$ cat src/rtl/dense_layer_sequencer.sv
// Dense-layer sequencer: per neuron, loads 10 weights + bias, runs the dot-product unit,
// rescales/saturates the 64-bit result and writes it out. Optional ReLU: DENSE_SEQ_RELU_EN.

module dense_layer_sequencer #(
   parameter int AW        = 12,
   parameter int FRAC_BITS = 8
) (
   input  logic          clk_i,
   input  logic          rst_ni,
   input  logic          start_i,
   input  logic [7:0]    n_neurons_i,
   input  logic [AW-1:0] w_base_i,
   input  logic [319:0]  act_i,
   output logic          busy_o,
   output logic          done_o,
   output logic          w_rd_o,
   output logic [AW-1:0] w_addr_o,
   input  logic [31:0]   w_data_i,
   output logic [319:0]  dp_a_o,
   output logic [319:0]  dp_b_o,
   output logic [31:0]   dp_c_o,
   output logic          dp_start_o,
   input  logic          dp_busy_i,
   input  logic          dp_valid_i,
   input  logic [63:0]   dp_result_i,
   output logic          out_we_o,
   output logic [7:0]    out_addr_o,
   output logic [31:0]   out_data_o
);

   typedef enum logic [2:0] {
      S_IDLE,
      S_LOAD,
      S_START,
      S_WAIT_BUSY,
      S_WAIT_RES,
      S_WRITE,
      S_FINISH
   } state_t;

   state_t state, state_nx;

   logic [7:0]    n_q;
   logic [7:0]    cnt_q;
   logic [AW-1:0] addr_q;
   logic [3:0]    ld_k;
   logic [319:0]  act_q;
   logic [31:0]   wgt_q [10];
   logic [31:0]   bias_q;
   logic [31:0]   res_q;

   logic signed [63:0] shifted;
   logic [31:0]        sat;

   // Result is in range when bits [63:31] are all copies of the sign.
   always_comb begin
      shifted = $signed(dp_result_i) >>> FRAC_BITS;
      if ((&shifted[63:31]) || (~|shifted[63:31])) begin
         sat = shifted[31:0];
      end else if (shifted[63]) begin
         sat = 32'h8000_0000;
      end else begin
         sat = 32'h7FFF_FFFF;
      end
`ifdef DENSE_SEQ_RELU_EN
      if (sat[31]) begin
         sat = '0;
      end
`endif
   end

   always_ff @(posedge clk_i or negedge rst_ni) begin
      if (!rst_ni) begin
         state <= S_IDLE;
      end else begin
         state <= state_nx;
      end
   end

   // Dot-product handshake: a rising dp_start_o launches the unit; the result is taken
   // on dp_valid_i only after dp_busy_i has been seen high, so a valid left high from
   // the previous neuron is never mistaken for the new result.
   always_comb begin
      state_nx   = state;
      busy_o     = (state != S_IDLE);
      done_o     = 1'b0;
      dp_start_o = 1'b0;
      out_we_o   = 1'b0;
      w_rd_o     = 1'b0;
      w_addr_o   = '0;
      out_addr_o = '0;
      out_data_o = '0;
      case (state)
         S_IDLE: begin
            if (start_i) begin
               state_nx = (n_neurons_i == 8'd0) ? S_FINISH : S_LOAD;
            end
         end
         S_LOAD: begin
            // Reads go out while ld_k is 0..10; the extra cycle at 11 catches the bias.
            if (ld_k <= 4'd10) begin
               w_rd_o   = 1'b1;
               w_addr_o = addr_q + AW'(ld_k);
            end
            if (ld_k == 4'd11) begin
               state_nx = S_START;
            end
         end
         S_START: begin
            dp_start_o = 1'b1;
            state_nx   = S_WAIT_BUSY;
         end
         S_WAIT_BUSY: begin
            if (dp_busy_i) begin
               state_nx = S_WAIT_RES;
            end
         end
         S_WAIT_RES: begin
            if (dp_valid_i) begin
               state_nx = S_WRITE;
            end
         end
         S_WRITE: begin
            out_we_o   = 1'b1;
            out_addr_o = cnt_q;
            out_data_o = res_q;
            state_nx   = ((cnt_q + 8'd1) == n_q) ? S_FINISH : S_LOAD;
         end
         S_FINISH: begin
            done_o   = 1'b1;
            state_nx = S_IDLE;
         end
         default: state_nx = S_IDLE;
      endcase
   end

   always_ff @(posedge clk_i or negedge rst_ni) begin
      if (!rst_ni) begin
         n_q    <= '0;
         cnt_q  <= '0;
         addr_q <= '0;
         ld_k   <= '0;
         act_q  <= '0;
         bias_q <= '0;
         res_q  <= '0;
         for (int k = 0; k < 10; k++) begin
            wgt_q[k] <= '0;
         end
      end else begin
         case (state)
            S_IDLE: begin
               if (start_i) begin
                  n_q    <= n_neurons_i;
                  addr_q <= w_base_i;
                  act_q  <= act_i;
                  cnt_q  <= '0;
                  ld_k   <= '0;
               end
            end
            S_LOAD: begin
               ld_k <= ld_k + 4'd1;
               if (ld_k == 4'd11) begin
                  bias_q <= w_data_i;
               end else if (ld_k != 4'd0) begin
                  wgt_q[ld_k - 4'd1] <= w_data_i;
               end
            end
            S_WAIT_RES: begin
               if (dp_valid_i) begin
                  res_q <= sat;
               end
            end
            S_WRITE: begin
               cnt_q  <= cnt_q + 8'd1;
               addr_q <= addr_q + AW'(11);
               ld_k   <= '0;
            end
            default: ;
         endcase
      end
   end

   assign dp_a_o = act_q;
   assign dp_c_o = bias_q;

   always_comb begin
      dp_b_o = '0;
      for (int k = 0; k < 10; k++) begin
         dp_b_o[32*k +: 32] = wgt_q[k];
      end
   end

endmodule

$ cat config.mk
export PLATFORM = sky130hd
export DESIGN_NAME = dense_layer_sequencer
export DESIGN_NICKNAME = d
export VERILOG_FILES = /design/src/rtl/dense_layer_sequencer.sv
export SDC_FILE = /design/constraint.sdc
export NUM_CORES = 1
export LEC_CHECK = 0
export CAP_MARGIN = 10
export CORE_AREA = 10 10 446 448
export CTS_CLUSTER_DIAMETER = 40
export DETAILED_ROUTE_END_ITERATION = 10
export DIE_AREA = 0 0 456 458
export HOLD_SLACK_MARGIN = 0.15
export PLACE_DENSITY_LB_ADDON = 0.25
export SETUP_SLACK_MARGIN = 0.2
export SLEW_MARGIN = 10
export SYNTH_ARGS = -nofsm -noshare
export SYNTH_HDL_FRONTEND = slang
export SYNTH_SLANG_ARGS = --single-unit
$ cat constraint.sdc
create_clock -name clk_i -period 2.4 [get_ports clk_i]
set_input_delay 0.48 -clock clk_i [delete_from_list [all_inputs] [get_ports clk_i]]
set_output_delay 0.48 -clock clk_i [all_outputs]
set_load 0.02 [all_outputs]
==> impl_metrics.json, run 1 <==
{
  "clock_latency_ns": 0.81,
  "status": "finished with violations",
  "cp_top_family": "adder cells",
  "yosysWarnings": 0,
  "cts_sinks": 739,
  "cts_buffers": 159,
  "holdWs_ns": 0.230,
  "via_count": 26000,
  "critPathBufInv": 3,
  "port_buffers": 1161,
  "drt_pass1_iterations": 7,
  "path_max_fanout": 5,
  "arrival_ns": 2.69,
  "period_needed_ns": 3.17,
  "track_usage_pct": 13.9,
  "grt_first_pass_wirelength_um": 211000,
  "violations": "setup timing",
  "worst_pin_slew_ns": 0.712,
  "grt_pass1_vias": 27200,
  "hp-class": "primary input to register",
  "syn2layout_area_growth_pct": 85.6,
  "viasPerCell": 3.77,
  "cp-start-kind": "register",
  "synth_edf_count": 0,
  "die-area_mm2": 0.209,
  "r2r_slack_ns": -0.09,
  "yosys.area.top_type": "dfrtp_1",
  "ant_nets": 0,
  "grt_max_degree": 70,
  "synth_area_mm2": 0.0296,
  "p_clk_share_pct": 27.9,
  "postSynthCellCount": 2662,
  "max_freq_mhz": 316,
  "fin_ws_ns": -0.765,
  "maxSlewViolCount": 0,
  "crit_chain": "buf_6 > ha_4 > inv_2 > fa_2 > nor2b_4 > o21ai_4 > a211oi_2 > xnor2_1 > nor2_2 > buf_12",
  "fin_nets": 4684,
  "ys_types": 59,
  "final_cells": 6882,
  "synth_top_flop_cell": "dfrtp_1",
  "clock_tree.buffer_depth": 3,
  "path_clk_slew_ns": 0.05,
  "ir_drop_v": 0.000615,
  "core_region_area_mm2": 0.190,
  "cts_max_level": 4,
  "setup-violations-final": 137,
  "die_w_um": 456,
  "antenna_found_initial": 30,
  "avgSynthCellArea_um2": 11.1,
  "clock-skew-final_ns": 0.0613,
  "critPathCaptureType": "output pin",
  "routed_wl_um": 156000,
  "switching_share_pct": 38.1,
  "pre_cts_ws_ns": -0.362,
  "routabilityCongestion": 0.840,
  "synthTopCellsByArea": "dfrtp_1 63%, nand2_1 14%, mux2_2 10%, mux2_1 3.3%, clkbuf_1 1.3%",
  "p_per_area_mw_per_mm2": 1480,
  "fp-row-count": 160,
  "drive_gt1_share_pct": 22.2,
  "cts_tree": "yes",
  "required_ns": 1.92,
  "die_y_um": 458,
  "p_switching_w": 0.0310,
  "drt-wirelength-per-cell_um": 22.7,
  "syn-num-nets": 3116,
  "rsz0062_at_grt": "yes",
  "drc": 0,
  "postSynth.asyncResetShare_pct": 100,
  "relSlewSlack_pct": 52.4,
  "fin_crit_sh_pct": 132,
  "synth_top_area_share_pct": 62.5,
  "pin_count": 1170,
  "max-cap-violations": 0,
  "fin_util_pct": 28.9,
  "cts-root-buf": "clkbuf_16",
  "hpwl_um": 115000,
  "crit_slowest_cell": "fa_2",
  "seq_area_frac_synth_pct": 62.5,
  "power.internal_w": 0.0504,
  "final-hold-violation-count": 0,
  "slowest_delay_ns": 0.37,
  "drt_iter0_drc": 1501,
  "p_leak_nw": 24.5,
  "start_util_pct": 15.6,
  "grt-ovfl-total": 0,
  "critical_path_class": "register to output pin",
  "combinationalPowerShare_pct": 45.5,
  "ys_ff_latch": 739,
  "seqPwrFrac_pct": 26.7,
  "dp_cells": 6312
}
worst register-to-register path: cells and delay by family, from the launching register on:
| family | cells | cell delay, ns |
|---|---|---|
| buffers and inverters | 7 | 0.90 |
| DFF | 1 | 0.44 |
| muxes | 1 | 0.35 |
| and+or+nand+nor | 2 | 0.32 |
| AOI/OAI and AO/OA | 1 | 0.20 |
| xor gates and xnor gates | 1 | 0.17 |
state kept, by name, summed over array words and instances, names as in the netlist:
register  cells
dp_a_o      320
dp_b_o      320
dp_c_o       32
res_q        32
addr_q       12
cnt_q         8
n_q           8
ld_k          4
state         3
through the flow:
step                      power, W  setup TNS, ns  area, um^2
final                       0.0813         -19.79       54900
after global routing        0.0854         -39.81       54900
after CTS                   0.0811         -22.12       53600
after detailed placement    0.0567          -3.89       45200
after global placement      0.0565          -1.78       45200
after floorplan             0.0370              0       29600
worst paths after layout:
kind / startpoint / endpoint / depth (start not counted)
hold / removal: act_i[285] / dp_a_o[285] / 3
hold reg to reg: dp_a_o[95] / dp_a_o[95] / 2
setup / recovery: ld_k[0] / w_addr_o[8] / 10
setup reg to reg: ld_k[1] / dp_b_o[142] / 12
min in group asynchronous: rst_ni / res_q[16] / 2
max in group asynchronous: rst_ni / dp_a_o[184] / 3
Yosys cell counts, types with 6 or more instances:
cell / number
nor2_4: 10
xnor2_1: 11
o21ai_0: 27
o211ai_1: 34
inv_1: 15
or3_1: 7
a211oi_1: 7
buf_4: 9
mux2_2: 266
and2_1: 44
nand4_1: 8
nand2_1: 1074
a21oi_1: 20
nor3_1: 13
clkbuf_1: 100
nor2_1: 31
nor2b_1: 6
buf_2: 40
dfrtp_1: 739
nor4_1: 6
buf_6: 21
nand3_1: 14
ha_1: 12
mux2_1: 86
routing by layer:
metal | track usage [%] | share of wire, % | vias to the layer above | wire length, um
li1 | - | - | 11800 | -
met1 | 14.6 | 37 | 12900 | 57500
met2 | 25.5 | 53 | 928 | 82300
met3 | 4.56 | 6.6 | 273 | 10200
met4 | 5.46 | 3.7 | 20 | 5810
met5 | 0 | 0.091 | - | 142
cell usage in the layout (no fill, tap or decap), drive strengths merged, types with 2 or more instances in the layout:
| cell | n |
|---|---|
| and3 | 5 |
| xnor2 | 11 |
| clkbuf | 215 |
| or3 | 7 |
| nand2b | 3 |
| buf | 264 |
| nor3b | 4 |
| clkinv | 56 |
| a211oi | 7 |
| o41ai | 2 |
| clkdlybuf4s15 | 15 |
| a21o | 2 |
| a311oi | 2 |
| mux2 | 352 |
| a21oi | 21 |
| xor2 | 4 |
| dlygate4sd3 | 196 |
| nor3 | 14 |
| dfrtp | 739 |
| a31oi | 4 |
| inv | 23 |
| nor2b | 6 |
| o221a | 5 |
| nand4 | 8 |
| nor4 | 6 |
| ha | 12 |
| and2 | 44 |
| o21ai | 27 |
| nand2 | 1078 |
| or4 | 3 |
| o211ai | 34 |
| o21bai | 3 |
| bufinv | 16 |
| nand3 | 14 |
| nor2 | 41 |
| dlygate4sd2 | 41 |
| clkinvlp | 15 |
| diode | 9 |
| clkdlybuf4s50 | 1047 |
cell type report:
class,count,area [um^2]
fillers,19700,135000
flip-flops and latches,739,18500
repair buffers,1579,16600
multi-input cells,1735,11000
clock buffers,199,4320
well taps,2511,3140
clock inverters,94,1310
inverters,16,66.3
diodes,9,22.5
power groups by stage:
stage                     Sequential [W]  Combinational (W)  Clock, W
after floorplan                   0.0279            0.00908         0
after global placement            0.0215             0.0349         0
after detailed placement          0.0217             0.0350         0
after CTS                         0.0216             0.0362    0.0233
after global routing              0.0224             0.0391    0.0239
final                             0.0217             0.0370    0.0227
logic make-up (layout without fill, tap and decap cells):
family | Yosys count | in the layout | share of synthesized area (%)
compound gates | 116 | 116 | 2.75
xor+xnor | 15 | 15 | 0.444
fa+ha+maj | 13 | 13 | 0.576
buf+inv | 188 | 1888 | 3.20
flops | 739 | 739 | 62.5
mux | 353 | 353 | 13.4
other cells | 0 | 9 | 0
simple gates | 1238 | 1238 | 17.0
timing repair:
item / CTS / global route
pin swaps: 28 / 31
hold buffers: 196 / 0
endpoints found under the setup margin: 1049 / 1005
endpoints found under the hold margin: 580 / 0
cloned: 6 / 17
buffers inserted: 23 / 26
resized for setup: 475 / 156
Power figures use the tool's default switching activity.
==> run 2, diff against run 1 <==
--- a/config.mk
+++ b/config.mk
@@ -11,7 +11,6 @@
 export DETAILED_ROUTE_END_ITERATION = 10
 export DIE_AREA = 0 0 456 458
 export HOLD_SLACK_MARGIN = 0.15
-export PLACE_DENSITY_LB_ADDON = 0.25
 export SETUP_SLACK_MARGIN = 0.2
 export SLEW_MARGIN = 10
 export SYNTH_ARGS = -nofsm -noshare
==> run 2 against run 1 <==
  * Largest power group unchanged
  * Global-route usage increased by 0.32 points
  * Via count increased by 2.2%
  * Flip-flop and latch count unchanged
  * The run still ends with setup timing left
==> impl_metrics.json, run 2 (synthesis gave the netlist of run 1 again) <==
{
  "setup-violations-final": 480,
  "status": "finished with violations",
  "multi_input_area_mm2": 0.0124,
  "path_clk_slew_ns": 0.06,
  "drt-wirelength-per-cell_um": 24.7,
  "critPathBufInv": 2,
  "cts_tree": "yes",
  "top_layer_used": "met5",
  "period_needed_ns": 3.17,
  "path_max_fanout": 8,
  "clock-skew-final_ns": 0.0590,
  "required_ns": 1.92,
  "p_per_area_mw_per_mm2": 1480,
  "drive_gt1_share_pct": 29.9,
  "viasPerCell": 3.90,
  "cts_max_level": 4,
  "via_count": 26500,
  "final_cell_mix": "1010 x clkdlybuf4s50_1, 938 x nand2_1, 734 x dfrtp_1",
  "fill_cells": 19200,
  "track_usage_pct": 14.2,
  "max_freq_mhz": 316,
  "drt_pass1_iterations": 5,
  "regArea_mm2": 0.0185,
  "worst_pin_slew_ns": 0.809,
  "cts_sinks": 739,
  "holdWs_ns": 0.237,
  "crit_chain": "buf_12 > ha_4 > a21o_1 > a21o_1 > a21oi_4 > or3_1 > a21oi_2 > buf_12",
  "relSlewSlack_pct": 45.9,
  "drc": 0,
  "antenna_found_initial": 43,
  "grt_pass1_vias": 26900,
  "grt-ovfl-total": 0,
  "pin_count": 1170,
  "layout_commonest_cell": "clkdlybuf4s50_1",
  "final-hold-violation-count": 0,
  "violations": "setup timing",
  "port_buffers": 1161,
  "cp.depth": 8,
  "cp_top_family": "compound AO/OA/AOI/OAI gates",
  "hold_depth": 3,
  "grt_first_pass_wirelength_um": 213000,
  "dr_wl_met2_um": 87900,
  "fp-row-count": 160,
  "die-area_mm2": 0.209,
  "die_y_um": 458,
  "drt_iter0_drc": 1682,
  "hpwl_um": 118000,
  "ir_drop_v": 0.000680,
  "cts-root-buf": "clkbuf_16",
  "fin_ws_ns": -0.768,
  "hp-class": "primary input to register",
  "critPathCaptureType": "output pin",
  "wl_met1_um": 60000,
  "cp-start-kind": "register",
  "routabilityCongestion": 0.922,
  "max-cap-violations": 0,
  "met3RoutedLength_um": 12200,
  "maxSlewViolCount": 0,
  "rsz0062_at_grt": "yes",
  "clock_latency_ns": 0.79,
  "ant_nets": 0,
  "clock_tree.buffer_depth": 3,
  "start_util_pct": 15.6,
  "syn2layout_area_growth_pct": 92.1,
  "crit_slowest_cell": "dfrtp_2",
  "fin_crit_sh_pct": 132,
  "core_region_area_mm2": 0.190,
  "critical_path_class": "register to output pin",
  "cts_buffers": 141,
  "die_w_um": 456,
  "timing.setup.tns_ns": -145.54,
  "grt_max_degree": 99,
  "ff2ff_path_depth": 14,
  "p_leak_nw": 26.0,
  "slowest_delay_ns": 0.44,
  "arrival_ns": 2.69,
  "fin_nets": 4621,
  "routed_wl_um": 168000
}
==> run 2: cell count changes in the layout (fill, tap and decap cells not counted), sizes merged, moves of 19 or more <==
cell / delta
buf: +103
clkdlybuf4s15: +19
clkdlybuf4s50: -37
dlygate4sd2: -29
dlygate4sd3: -168
dlymetal6s2s: +38
==> run 2: report_power, final <==
| part | switching [W] | total [W] | internal [W] |
|---|---|---|---|
| registers | 0.00378 | 0.0221 | 0.0183 |
| logic | 0.0207 | 0.0409 | 0.0202 |
| clock network | 0.00764 | 0.0211 | 0.0134 |
| total | 0.0321 | 0.0841 | 0.0519 |
==> run 2: metrics by stage <==
stage	cell area, um^2	std cells	power (W)	setup WS, ns	utilization (%)
after floorplan	29600	2662	0.0370	0.216	-
after global placement	45700	6332	0.0566	-0.564	24.1
after detailed placement	45700	6332	0.0571	-0.497	24.1
after CTS	52600	6684	0.0802	-0.854	27.8
after global routing	56800	6801	0.0880	-0.915	30.0
final	56800	6803	0.0841	-0.768	30.0
==> run 2: per-layer routing <==
layer,vias up,global-route usage [%]
met1,13300,14.8
met2,1171,25.7
met4,20,6.48
met5,-,0
met3,325,4.78
li1,11700,-
==> run 2: final timing paths <==
check                                start           to  slack (ns)
worst max-delay path               ld_k[1]  w_addr_o[7]       -0.77
worst min-delay path            act_i[232]  dp_a_o[232]        0.24
worst max register to register    state[2]  dp_b_o[263]       -0.48
worst min register to register  dp_a_o[95]   dp_a_o[95]        0.46
max in group asynchronous           rst_ni   dp_a_o[89]        1.15
min in group asynchronous           rst_ni  dp_b_o[313]        0.27
==> run 2: what timing repair did <==
action,in CTS,in global routing
hold buffers,28,0
gates cloned,23,55
endpoints found under the hold margin,502,0
endpoints found under the setup margin,1066,1345
pin swaps,30,156
buffers inserted,44,56
resized for setup,352,699
==> run 2: worst min-delay path, cell delays in order <==
cell and delay [ns]:
clkdlybuf4s50_1 0.39, nand2_1 0.06, nand2_1 0.04
==> run 2: area by class of cell <==
cell class | count | share of cell area (%)
clock inverter | 92 | 2.38
inverter | 16 | 0.110
timing repair buffer | 1534 | 30.9
multi-input combinational | 1735 | 21.9
clock buffer | 165 | 6.59
antenna | 11 | 0.0485
tap | 2511 | 5.53
sequential | 739 | 32.6
